==> src/rtl/riscv_pkg.sv <==
`default_nettype none
// ============================================================================
// Module      : riscv_pkg
// Description : Shared decode constants: opcodes, result-source codes, ALU
//               operation encodings, immediate formats and the control word.
// Revision    : 1.0 - initial release
// ============================================================================
package riscv_pkg;

    // Major opcodes (instr[6:0])
    localparam logic [6:0] OP_LOAD   = 7'b0000011;
    localparam logic [6:0] OP_STORE  = 7'b0100011;
    localparam logic [6:0] OP_REG    = 7'b0110011;
    localparam logic [6:0] OP_IMM    = 7'b0010011;
    localparam logic [6:0] OP_BRANCH = 7'b1100011;
    localparam logic [6:0] OP_JAL    = 7'b1101111;
    localparam logic [6:0] OP_JALR   = 7'b1100111;
    localparam logic [6:0] OP_LUI    = 7'b0110111;
    localparam logic [6:0] OP_AUIPC  = 7'b0010111;

    // Result source selection in writeback
    localparam logic [1:0] RES_SRC_ALU  = 2'b00;
    localparam logic [1:0] RES_SRC_LOAD = 2'b01;
    localparam logic [1:0] RES_SRC_PC4  = 2'b10;

    // ALU operation encodings
    localparam logic [5:0] ALU_ADD    = 6'd0;
    localparam logic [5:0] ALU_SUB    = 6'd1;
    localparam logic [5:0] ALU_SLL    = 6'd2;
    localparam logic [5:0] ALU_SLT    = 6'd3;
    localparam logic [5:0] ALU_SLTU   = 6'd4;
    localparam logic [5:0] ALU_XOR    = 6'd5;
    localparam logic [5:0] ALU_SRL    = 6'd6;
    localparam logic [5:0] ALU_SRA    = 6'd7;
    localparam logic [5:0] ALU_OR     = 6'd8;
    localparam logic [5:0] ALU_AND    = 6'd9;
    localparam logic [5:0] ALU_PASS_B = 6'd10;

    // funct7 value that selects the packed (zero-extended) immediate form
    localparam logic [6:0] PACKED_FUNCT7 = 7'b1110111;

    typedef enum logic [2:0] {
        IMM_I = 3'd0,
        IMM_S = 3'd1,
        IMM_B = 3'd2,
        IMM_J = 3'd3,
        IMM_U = 3'd4
    } imm_src_t;

    typedef struct packed {
        logic       reg_write;
        logic       mem_write;
        logic       jump;
        logic       branch;
        logic       alu_src_a;
        logic       alu_src_b;
        logic       adder_src;
        logic [1:0] res_src;
        logic [5:0] alu_control;
        imm_src_t   imm_src;
    } ctrl_t;

    // ALU operation from funct3/funct7[5]; SUB exists only for register ops
    function automatic logic [5:0] alu_decode(input logic [2:0] funct3,
                                              input logic       funct7b5,
                                              input logic       is_reg);
        case (funct3)
            3'b000:  return (is_reg && funct7b5) ? ALU_SUB : ALU_ADD;
            3'b001:  return ALU_SLL;
            3'b010:  return ALU_SLT;
            3'b011:  return ALU_SLTU;
            3'b100:  return ALU_XOR;
            3'b101:  return funct7b5 ? ALU_SRA : ALU_SRL;
            3'b110:  return ALU_OR;
            default: return ALU_AND;
        endcase
    endfunction

endpackage
`default_nettype wire

==> src/rtl/control_unit.sv <==
`default_nettype none
// ============================================================================
// Module      : control_unit
// Description : Main decoder producing the control word from opcode/funct.
// Revision    : 1.0 - initial release
// ============================================================================
module control_unit
    import riscv_pkg::*;
(
    input  logic [6:0] i_opcode,
    input  logic [2:0] i_funct3,
    input  logic       i_funct7b5,
    output ctrl_t      o_ctrl
);

    // Opcode decode; unknown opcodes produce an all-inactive control word
    always_comb begin
        o_ctrl             = '0;
        o_ctrl.imm_src     = IMM_I;
        o_ctrl.alu_control = ALU_ADD;
        case (i_opcode)
            OP_LOAD: begin
                o_ctrl.reg_write = 1'b1;
                o_ctrl.alu_src_b = 1'b1;
                o_ctrl.res_src   = RES_SRC_LOAD;
            end
            OP_STORE: begin
                o_ctrl.mem_write = 1'b1;
                o_ctrl.alu_src_b = 1'b1;
                o_ctrl.imm_src   = IMM_S;
            end
            OP_REG: begin
                o_ctrl.reg_write   = 1'b1;
                o_ctrl.alu_control = alu_decode(i_funct3, i_funct7b5, 1'b1);
            end
            OP_IMM: begin
                o_ctrl.reg_write   = 1'b1;
                o_ctrl.alu_src_b   = 1'b1;
                o_ctrl.alu_control = alu_decode(i_funct3, i_funct7b5, 1'b0);
            end
            OP_BRANCH: begin
                o_ctrl.branch      = 1'b1;
                o_ctrl.imm_src     = IMM_B;
                o_ctrl.alu_control = ALU_SUB;
            end
            OP_JAL: begin
                o_ctrl.jump      = 1'b1;
                o_ctrl.reg_write = 1'b1;
                o_ctrl.res_src   = RES_SRC_PC4;
                o_ctrl.imm_src   = IMM_J;
            end
            OP_JALR: begin
                o_ctrl.jump      = 1'b1;
                o_ctrl.reg_write = 1'b1;
                o_ctrl.res_src   = RES_SRC_PC4;
                o_ctrl.adder_src = 1'b1;
            end
            OP_LUI: begin
                o_ctrl.reg_write   = 1'b1;
                o_ctrl.alu_src_b   = 1'b1;
                o_ctrl.imm_src     = IMM_U;
                o_ctrl.alu_control = ALU_PASS_B;
            end
            OP_AUIPC: begin
                o_ctrl.reg_write = 1'b1;
                o_ctrl.alu_src_a = 1'b1;
                o_ctrl.alu_src_b = 1'b1;
                o_ctrl.imm_src   = IMM_U;
            end
            default: begin
                o_ctrl.imm_src = IMM_I;
            end
        endcase
    end

endmodule
`default_nettype wire

==> src/rtl/imm_ext.sv <==
`default_nettype none
// ============================================================================
// Module      : imm_ext
// Description : Standard RV32 immediate extraction with sign extension.
// Revision    : 1.0 - initial release
// ============================================================================
module imm_ext
    import riscv_pkg::*;
(
    input  logic [31:7] i_instr,
    input  imm_src_t    i_imm_src,
    output logic [31:0] o_imm
);

    // Reassemble the immediate bits for the selected instruction format
    always_comb begin
        o_imm = '0;
        case (i_imm_src)
            IMM_I:   o_imm = {{20{i_instr[31]}}, i_instr[31:20]};
            IMM_S:   o_imm = {{20{i_instr[31]}}, i_instr[31:25], i_instr[11:7]};
            IMM_B:   o_imm = {{19{i_instr[31]}}, i_instr[31], i_instr[7],
                              i_instr[30:25], i_instr[11:8], 1'b0};
            IMM_J:   o_imm = {{11{i_instr[31]}}, i_instr[31], i_instr[19:12],
                              i_instr[20], i_instr[30:21], 1'b0};
            IMM_U:   o_imm = {i_instr[31:12], 12'b0};
            default: o_imm = '0;
        endcase
    end

endmodule
`default_nettype wire

==> src/rtl/reg_file_bypass.sv <==
`default_nettype none
// ============================================================================
// Module      : reg_file_bypass
// Description : Two-read/one-write register file, x0 hardwired to zero,
//               write-first bypass on same-cycle read of the write address.
// Revision    : 1.0 - initial release
// ============================================================================
module reg_file_bypass #(
    parameter  int NUM_REGS   = 32,
    parameter  int DATA_WIDTH = 32,
    localparam int REG_AW     = $clog2(NUM_REGS)
) (
    input  logic                  clk,
    input  logic                  rst,
    input  logic                  i_we,
    input  logic [REG_AW-1:0]     i_waddr,
    input  logic [DATA_WIDTH-1:0] i_wdata,
    input  logic [REG_AW-1:0]     i_raddr1,
    input  logic [REG_AW-1:0]     i_raddr2,
    output logic [DATA_WIDTH-1:0] o_rdata1,
    output logic [DATA_WIDTH-1:0] o_rdata2
);

    localparam logic [REG_AW:0] c_num_regs = (REG_AW + 1)'(NUM_REGS);

    logic [DATA_WIDTH-1:0] r_regs [NUM_REGS];
    logic                  w_write;

    // Writes to x0 or to an index beyond the array are dropped
    assign w_write = i_we && (i_waddr != '0) && ({1'b0, i_waddr} < c_num_regs);

    // Register array update; reset clears every entry
    always_ff @(posedge clk) begin
        if (rst) begin
            for (int i = 0; i < NUM_REGS; i++) begin
                r_regs[i] <= '0;
            end
        end else if (w_write) begin
            r_regs[i_waddr] <= i_wdata;
        end
    end

    // Read port 1: x0/out-of-range read zero, pending write wins over the array
    always_comb begin
        o_rdata1 = '0;
        if ((i_raddr1 != '0) && ({1'b0, i_raddr1} < c_num_regs)) begin
            o_rdata1 = (w_write && (i_waddr == i_raddr1)) ? i_wdata : r_regs[i_raddr1];
        end
    end

    // Read port 2: same behaviour as port 1
    always_comb begin
        o_rdata2 = '0;
        if ((i_raddr2 != '0) && ({1'b0, i_raddr2} < c_num_regs)) begin
            o_rdata2 = (w_write && (i_waddr == i_raddr2)) ? i_wdata : r_regs[i_raddr2];
        end
    end

endmodule
`default_nettype wire

==> src/rtl/decode_pipe.sv <==
`default_nettype none
// ============================================================================
// Module      : decode_pipe
// Description : Decode stage with integrated D->E pipeline register,
//               load-use bubble insertion, back-pressure and flush.
// Revision    : 1.0 - initial release
// ============================================================================
module decode_pipe #(
    parameter  int ADDRESS_WIDTH = 32,
    parameter  int DATA_WIDTH    = 32,
    parameter  int NUM_REGS      = 32,
    parameter  bit IMM_PACKED_EN = 1'b1,
    localparam int REG_AW        = $clog2(NUM_REGS)
) (
    input  logic                     clk,
    input  logic                     rst,
    input  logic                     valid_f,
    output logic                     ready_d,
    input  logic [31:0]              instr_f,
    input  logic [ADDRESS_WIDTH-1:0] pc_f,
    input  logic [ADDRESS_WIDTH-1:0] pc_plus4_f,
    input  logic                     reg_write_w,
    input  logic [REG_AW-1:0]        rd_w,
    input  logic [DATA_WIDTH-1:0]    result_w,
    input  logic                     ready_e,
    input  logic                     flush_d,
    output logic                     valid_e,
    output logic                     reg_write_e,
    output logic                     mem_write_e,
    output logic                     jump_e,
    output logic                     branch_e,
    output logic                     alu_src_a_e,
    output logic                     alu_src_b_e,
    output logic                     adder_src_e,
    output logic [1:0]               res_src_e,
    output logic [5:0]               alu_control_e,
    output logic [2:0]               funct3_e,
    output logic [DATA_WIDTH-1:0]    rd1_e,
    output logic [DATA_WIDTH-1:0]    rd2_e,
    output logic [DATA_WIDTH-1:0]    imm_val_e,
    output logic [ADDRESS_WIDTH-1:0] pc_e,
    output logic [ADDRESS_WIDTH-1:0] pc_plus4_e,
    output logic [REG_AW-1:0]        rs1_e,
    output logic [REG_AW-1:0]        rs2_e,
    output logic [REG_AW-1:0]        rd_e
);

    import riscv_pkg::*;

    ctrl_t                  w_ctrl;
    logic [2:0]             w_funct3;
    logic [6:0]             w_funct7;
    logic [REG_AW-1:0]      w_rs1;
    logic [REG_AW-1:0]      w_rs2;
    logic [REG_AW-1:0]      w_rd;
    logic [31:0]            w_imm_std;
    logic [DATA_WIDTH-1:0]  w_imm_packed;
    logic [DATA_WIDTH-1:0]  w_imm;
    logic [DATA_WIDTH-1:0]  w_rd1;
    logic [DATA_WIDTH-1:0]  w_rd2;
    logic                   w_load_use;
    logic                   w_bubble;

    assign w_funct3 = instr_f[14:12];
    assign w_funct7 = instr_f[31:25];
    assign w_rs1    = REG_AW'(instr_f[19:15]);
    assign w_rs2    = REG_AW'(instr_f[24:20]);
    assign w_rd     = REG_AW'(instr_f[11:7]);

    control_unit u_control_unit (
        .i_opcode   (instr_f[6:0]),
        .i_funct3   (w_funct3),
        .i_funct7b5 (w_funct7[5]),
        .o_ctrl     (w_ctrl)
    );

    imm_ext u_imm_ext (
        .i_instr   (instr_f[31:7]),
        .i_imm_src (w_ctrl.imm_src),
        .o_imm     (w_imm_std)
    );

    reg_file_bypass #(
        .NUM_REGS   (NUM_REGS),
        .DATA_WIDTH (DATA_WIDTH)
    ) u_reg_file (
        .clk      (clk),
        .rst      (rst),
        .i_we     (reg_write_w),
        .i_waddr  (rd_w),
        .i_wdata  (result_w),
        .i_raddr1 (w_rs1),
        .i_raddr2 (w_rs2),
        .o_rdata1 (w_rd1),
        .o_rdata2 (w_rd2)
    );

    // Packed form takes a zero-extended 4- or 5-bit field from the rs2 slot
    assign w_imm_packed = w_funct3[2] ? DATA_WIDTH'(instr_f[23:20]) : DATA_WIDTH'(instr_f[24:20]);
    assign w_imm = (IMM_PACKED_EN && (w_funct7 == PACKED_FUNCT7))
                 ? w_imm_packed
                 : DATA_WIDTH'($signed(w_imm_std));

    // A load in E whose destination is a source of the fetch word must wait one cycle
    assign w_load_use = valid_e && (res_src_e == RES_SRC_LOAD) && (rd_e != '0) && valid_f
                     && ((rd_e == w_rs1) || (rd_e == w_rs2));

    // A flush kills the fetch word, so it is consumed even during a load-use hazard
    assign ready_d  = !rst && ready_e && (!w_load_use || flush_d);
    assign w_bubble = flush_d || !valid_f || w_load_use;

    // E-register: reset/bubble clear it, a stalled execute holds it, otherwise load
    always_ff @(posedge clk) begin
        if (rst || (ready_e && w_bubble)) begin
            valid_e       <= 1'b0;
            reg_write_e   <= 1'b0;
            mem_write_e   <= 1'b0;
            jump_e        <= 1'b0;
            branch_e      <= 1'b0;
            alu_src_a_e   <= 1'b0;
            alu_src_b_e   <= 1'b0;
            adder_src_e   <= 1'b0;
            res_src_e     <= '0;
            alu_control_e <= '0;
            funct3_e      <= '0;
            rd1_e         <= '0;
            rd2_e         <= '0;
            imm_val_e     <= '0;
            pc_e          <= '0;
            pc_plus4_e    <= '0;
            rs1_e         <= '0;
            rs2_e         <= '0;
            rd_e          <= '0;
        end else if (ready_e) begin
            valid_e       <= 1'b1;
            reg_write_e   <= w_ctrl.reg_write;
            mem_write_e   <= w_ctrl.mem_write;
            jump_e        <= w_ctrl.jump;
            branch_e      <= w_ctrl.branch;
            alu_src_a_e   <= w_ctrl.alu_src_a;
            alu_src_b_e   <= w_ctrl.alu_src_b;
            adder_src_e   <= w_ctrl.adder_src;
            res_src_e     <= w_ctrl.res_src;
            alu_control_e <= w_ctrl.alu_control;
            funct3_e      <= w_funct3;
            rd1_e         <= w_rd1;
            rd2_e         <= w_rd2;
            imm_val_e     <= w_imm;
            pc_e          <= pc_f;
            pc_plus4_e    <= pc_plus4_f;
            rs1_e         <= w_rs1;
            rs2_e         <= w_rs2;
            rd_e          <= w_rd;
        end
    end

endmodule
`default_nettype wire

==> config.mk <==
export PLATFORM = sky130hd
export DESIGN_NAME = decode_pipe
export DESIGN_NICKNAME = d
export VERILOG_FILES = /design/src/rtl/riscv_pkg.sv /design/src/rtl/control_unit.sv /design/src/rtl/imm_ext.sv /design/src/rtl/reg_file_bypass.sv /design/src/rtl/decode_pipe.sv
export SDC_FILE = /design/constraint.sdc
export NUM_CORES = 2
export LEC_CHECK = 0
export BUFFER_PORTS_ARGS = -buffer_cell sky130_fd_sc_hd__buf_4
export CAP_MARGIN = 20
export CORE_MARGIN = 5
export CORE_UTILIZATION = 30
export CTS_CLUSTER_SIZE = 28
export DETAILED_ROUTE_END_ITERATION = 10
export SYNTH_ARGS = -nofsm -noshare
export SYNTH_HDL_FRONTEND = slang
export SYNTH_SLANG_ARGS = --single-unit
==> constraint.sdc <==
create_clock -name clk -period 4.7 [get_ports clk]
set_input_delay 0.235 -clock clk [delete_from_list [all_inputs] [get_ports clk]]
set_output_delay 0.235 -clock clk [all_outputs]
set_load 0.03 [all_outputs]
Word level (Yosys, flattened, before mapping)
Memories as Yosys holds them, arrays and structs flattened.
Cells that the tools add are included.
{ "totals": {"memories": 1, "ff_bits": 194, "ramBits": 1024, "latch_bits": 0, "out_inout_bits": 195, "romBits": 0} }
{ "classes": {"n_lt_le_gt_ge": 0, "eq_ne": 25, "n_reduce_logical": 29, "addsub": 0, "bitwise": 0, "n_div": 0, "shifts": 0, "n_mux": 29, "multipliers": 0} }
{ "memory_table": {"columns": ["memory", "depth", "width", "read_ports", "rd_clocked_by_memory_dff", "wr", "line_no", "source"], "rows": [
  ["u_reg_file.r_regs", 32, 32, 2, 0, 32, "reg_file_bypass.sv:26", "logic [DATA_WIDTH-1:0] r_regs [NUM_REGS];"]
]} }
{ "op_table": {"columns": ["op", "n"], "rows": [
  ["2-to-1 mux 32 bit", 6],
  ["case mux 32 bit (5 select lines)", 1],
  ["case mux 6 bit (7 select lines)", 2],
  ["OR reduction 32 bit", 1],
  ["== test 7 bit, second input constant", 4],
  ["case mux 6 bit (4 select lines)", 1],
  ["== test 7 x 6 -> 1 bit, second input constant", 3],
  ["== test 5 bit", 4],
  ["nonzero test 5 bit", 4],
  ["2-to-1 mux 1 bit", 15],
  ["== test 7 x 5 -> 1 bit, second input constant", 2],
  ["== test 3 x 2 -> 1 bit, second input constant", 4],
  ["== test 3 bit, second input constant", 4],
  ["case mux 3 bit (4 select lines)", 1],
  ["logical AND 1 bit", 10],
  ["2-to-1 mux 5 bit", 2],
  ["== test 7 x 2 -> 1 bit, second input constant", 1],
  ["OR reduction 7 bit", 1],
  ["== test 3 x 1 -> 1 bit, second input constant", 2],
  ["logical NOT 3 bit", 2],
  ["logical OR 1 bit", 5],
  ["OR reduction 5 bit", 1],
  ["case mux 2 bit (2 select lines)", 1],
  ["OR reduction 2 bit", 2],
  ["2 further kinds", 4]
]} }

Logic depth before layout (Yosys ltp)
{ "logic_depth": {"word_depth": 8, "mapped_depth": 9, "ltp_nobuf": 6} }

By module
A second synthesis with hierarchy kept.
{ "hier_totals": {"hier_cells": 5002, "area_unflattened_um2": 64833.4} }
{ "modules_own_cells": {"columns": ["mod", "seq_area_each_um2", "instances", "area_each_um2", "cells_per_inst"], "rows": [
  ["reg_file_bypass", 30749.5, 1, 55723.4, 3918],
  ["decode_pipe", 3883.7, 1, 8301.7, 962],
  ["imm_ext", 0.0, 1, 494.2, 73],
  ["control_unit", 0.0, 1, 314.1, 49]
]} }

Worst setup path before layout
OpenSTA, ideal clock, no wires.
{ "synth_timing": {"path_kind": "input -> register", "startpoint": "input port rd_w[3]", "endpoint": "memory u_reg_file.r_regs[8][0], enable pin", "setup_slack_ns": 0.404, "required_ns": 4.234, "stages": 8, "arrival_ns": 3.831, "cell_sequence": "buf_4 or3_1 buf_2 o31ai_1 or4_1 buf_2 buf_1 o21ai_0"} }
{ "synth_lines": {"columns": ["element", "line_no", "source"], "rows": [
  ["from (decl)", "decode_pipe.sv:23", "input logic [REG_AW-1:0] rd_w,"],
  ["to (decl)", "reg_file_bypass.sv:26", null]
]} }

==> out/metrics.yaml <==
antenna_found_initial: 17
synthArstFlopShare: 0
post-route-cell-area_mm2: 0.0734
die-area_mm2: 0.214
p_leak_nw: 25.4
rows: 166
io_buffers: 331
dp_slack_ns: 1.07
firstDrtPassIters: 7
critical_path_depth: 7
clkLatencyLatePin_ns: 0.76
tightest_slew_ns: 1.15
fin_crit_sh: 0.701
crit_type: "in -> reg"
dp_hpwl_mm: 137
p_seq_frac: 0.476
cp_max_fo: 21
maxSlewViolCount: 0
synth_top_area_frac: 0.500
path_buf_inv: 4
required_ns: 5.13
grt_max_degree: 143
comb_power_share: 0.129
startpoint: "rst"
area_delta_synth_final_pct: 19.4
cts_resized: 0
ys_seq_elements: 1216
finalHoldViolations: 0
via_per_inst: 5.51
yosysUniqueCellTypes: 54
p_int_mw: 19.8
most-common-layout-cells: "1024 x edfxtp_1, 963 x and2_1, 636 x mux4_2, 430 x buf_4, 192 x dfxtp_1"
core_mm2: 0.204
reg2reg_setup_slack_ns: 1.61
crit_path_top_delay_cell: "nand3b_1"
ios: 334
synthCells: 3951
die_h_um: 463
drc: 0
grt-ovfl-total: 0
reg2reg_from: "rd_e[4]"
final_antenna_net_count: 0
detail_route.iter0.violations: 4512
ys_warn_count: 0
root_buffer: "clkbuf_16"
end_kind: "flop"
crit_arrival_ns: 3.72
hp-class: "in -> reg"
start_util: 0.301
power_mw: 26.5
post_dp_cell_area_mm2: 0.0679
start_kind: "primary input"
final_common_cell: "edfxtp_1"
relSlewSlack: 0.232
wl_per_cell_um: 31.0
rr_endpoint: "alu_control_e[3]"
synth-edff-count: 1024
status: "completed"
max_stage_delay_ns: 0.79
critical_path.endpoint: "u_reg_file.r_regs[30][9]"
ys.flop_type: "edfxtp_1"
min_period_ns: 3.29
powerDensity_mw_per_mm2: 361
grt_pass1_vias: 39298
worst_path_most_repeated_cell: "buf_4"
nets: 4424
fin_ws_ns: 1.41
placed_cells: 6714
cts_tree: "built"
drive_gt1_frac: 0.314
p_sw_frac: 0.252
avgSynthCellArea_um2: 15.6
fin_cells: 7087
crit_family: "buffers and inverters"
cts_sinks: 1216
grt.total_usage: 0.200
ir_drop_mv: 0.397
yosysTopAreaCell: "edfxtp_1"
synthTopCellsByArea: "edfxtp_1 50%, mux4_2 23%, and2_1 9.8%"
die_width_um: 463
clkPwrFrac: 0.394
clk_pin_slew_worst_paths_ns: 0.06
fmax_mhz: 304
fin_skew_ns: 0.0313
grt_pass1_wl_mm: 307
rsz0062_at_grt: "no"
wl_mm: 220
crit_chain: "dlygate4sd3_1 > buf_4 > nor2b_1 > nand3b_1 > buf_4 > o21ai_4 > buf_12"
utilization: 0.359
cts_buffer_depth: 3
fin_setup_tns_ns: 0
cts_made_buffers: 134
yosysSeqAreaShare: 0.563
setup_viol_count_final: 0
reg2reg_depth: 7
holdWs_ns: 0.0268
ctsHtreeMaxLevel: 4
syn_area_mm2: 0.0614
drv_cap: 0
p_switching_mw: 6.66
routed-via-count: 39031
globalplace.congestion: 0.908
## cells in the mapped netlist, types with 2 or more instances
| library cell | number |
|---|---|
| nand2_1 | 43 |
| nor3_1 | 105 |
| nand3b_1 | 9 |
| or3b_2 | 2 |
| nand2b_1 | 3 |
| o21ai_0 | 40 |
| xnor2_1 | 6 |
| xor2_1 | 14 |
| nor2_1 | 153 |
| or4_1 | 6 |
| buf_6 | 7 |
| nor4_2 | 2 |
| nand3_1 | 8 |
| inv_1 | 6 |
| a22oi_1 | 8 |
| edfxtp_1 | 1024 |
| nor2b_1 | 6 |
| o211ai_1 | 2 |
| dfxtp_1 | 192 |
| buf_1 | 24 |
| clkbuf_1 | 311 |
| buf_2 | 77 |
| a21oi_1 | 17 |
| a222oi_1 | 11 |
| mux4_2 | 636 |
| a221oi_1 | 5 |
| mux2i_1 | 149 |
| and4b_1 | 2 |
| and3_1 | 2 |
| a31oi_1 | 13 |
| a211oi_1 | 6 |
| nand4_1 | 3 |
| o21ai_1 | 2 |
| and2_1 | 963 |
| buf_4 | 13 |
| dlygate4sd1_1 | 2 |
| a221o_1 | 62 |
## worst min-delay path by stage
stage                  startpoint                        to  slack [ns]  cells past startpoint
floorplan             result_w[0]                  rd1_e[0]        0.37                      1
global placement         branch_e                  branch_e        0.46                      2
detailed placement  imm_val_e[11]             imm_val_e[11]        0.46                      2
CTS                       rd_w[1]  u_reg_file.r_regs[9][30]       0.002                      3
global route              rd_w[1]  u_reg_file.r_regs[9][30]        0.02                      3
finish                result_w[1]                  rd1_e[1]        0.03                      2
## state kept, by name (all words and copies together) (netlist names), 4 cells and up
signal             flops
rd1_e                 32
imm_val_e             32
rd2_e                 32
rs1_e                  5
rs2_e                  5
pc_e                  32
u_reg_file.r_regs   1024
pc_plus4_e            32
rd_e                   5
alu_control_e          4
## power by group through the flow
stage / sequential (mW) / combinational [mW] / clock (mW)
floorplan: 12.9 / 1.88 / 0
global placement: 12.8 / 3.30 / 0
detailed placement: 12.8 / 3.33 / 0
CTS: 12.6 / 3.42 / 10.6
global route: 12.7 / 3.56 / 11.0
finish: 12.6 / 3.42 / 10.4
## logic make-up after synthesis
kind of cell,Yosys count,share of synthesized area
flip-flops,1216,0.563
AND/OR/NAND/NOR,1313,0.124
AO/OA/AOI/OAI,175,0.0219
multiplexers,785,0.257
XOR/XNOR,20,0.00285
other,1,0.0000610
buffers and inverters,441,0.0304
## timing repair
item                       4_1_cts  5_1_grt
setup endpoints to repair        0        0
buffers inserted                 0        0
hold buffers                   120        0
hold endpoints to repair       364        0
## per-layer routing
layer	wire length [um]	GRT usage
met5	12	0
met4	9020	0.0805
met3	19300	0.0420
met2	106000	0.327
met1	85500	0.260
## worst reg2reg max path, delay by kind of cell (launching register included)
family	cells	cell delay, ns
XOR/XNOR	1	0.12
AO/OA/AOI/OAI	3	0.99
AND/OR/NAND/NOR	1	0.27
flip-flops	1	0.57
buffers and inverters	2	1.01
## cell type report
| cell class | instances | area [um2] |
|---|---|---|
| inverter | 6 | 22.5 |
| antenna | 13 | 32.5 |
| clock inverter | 55 | 482 |
| multi-input combinational | 2327 | 25700 |
| sequential | 1216 | 34600 |
| tap | 2688 | 3360 |
| fill | 19162 | 131000 |
| clock buffer | 182 | 3740 |
| timing repair buffer | 600 | 5390 |
(Power assumes the default switching activity.)
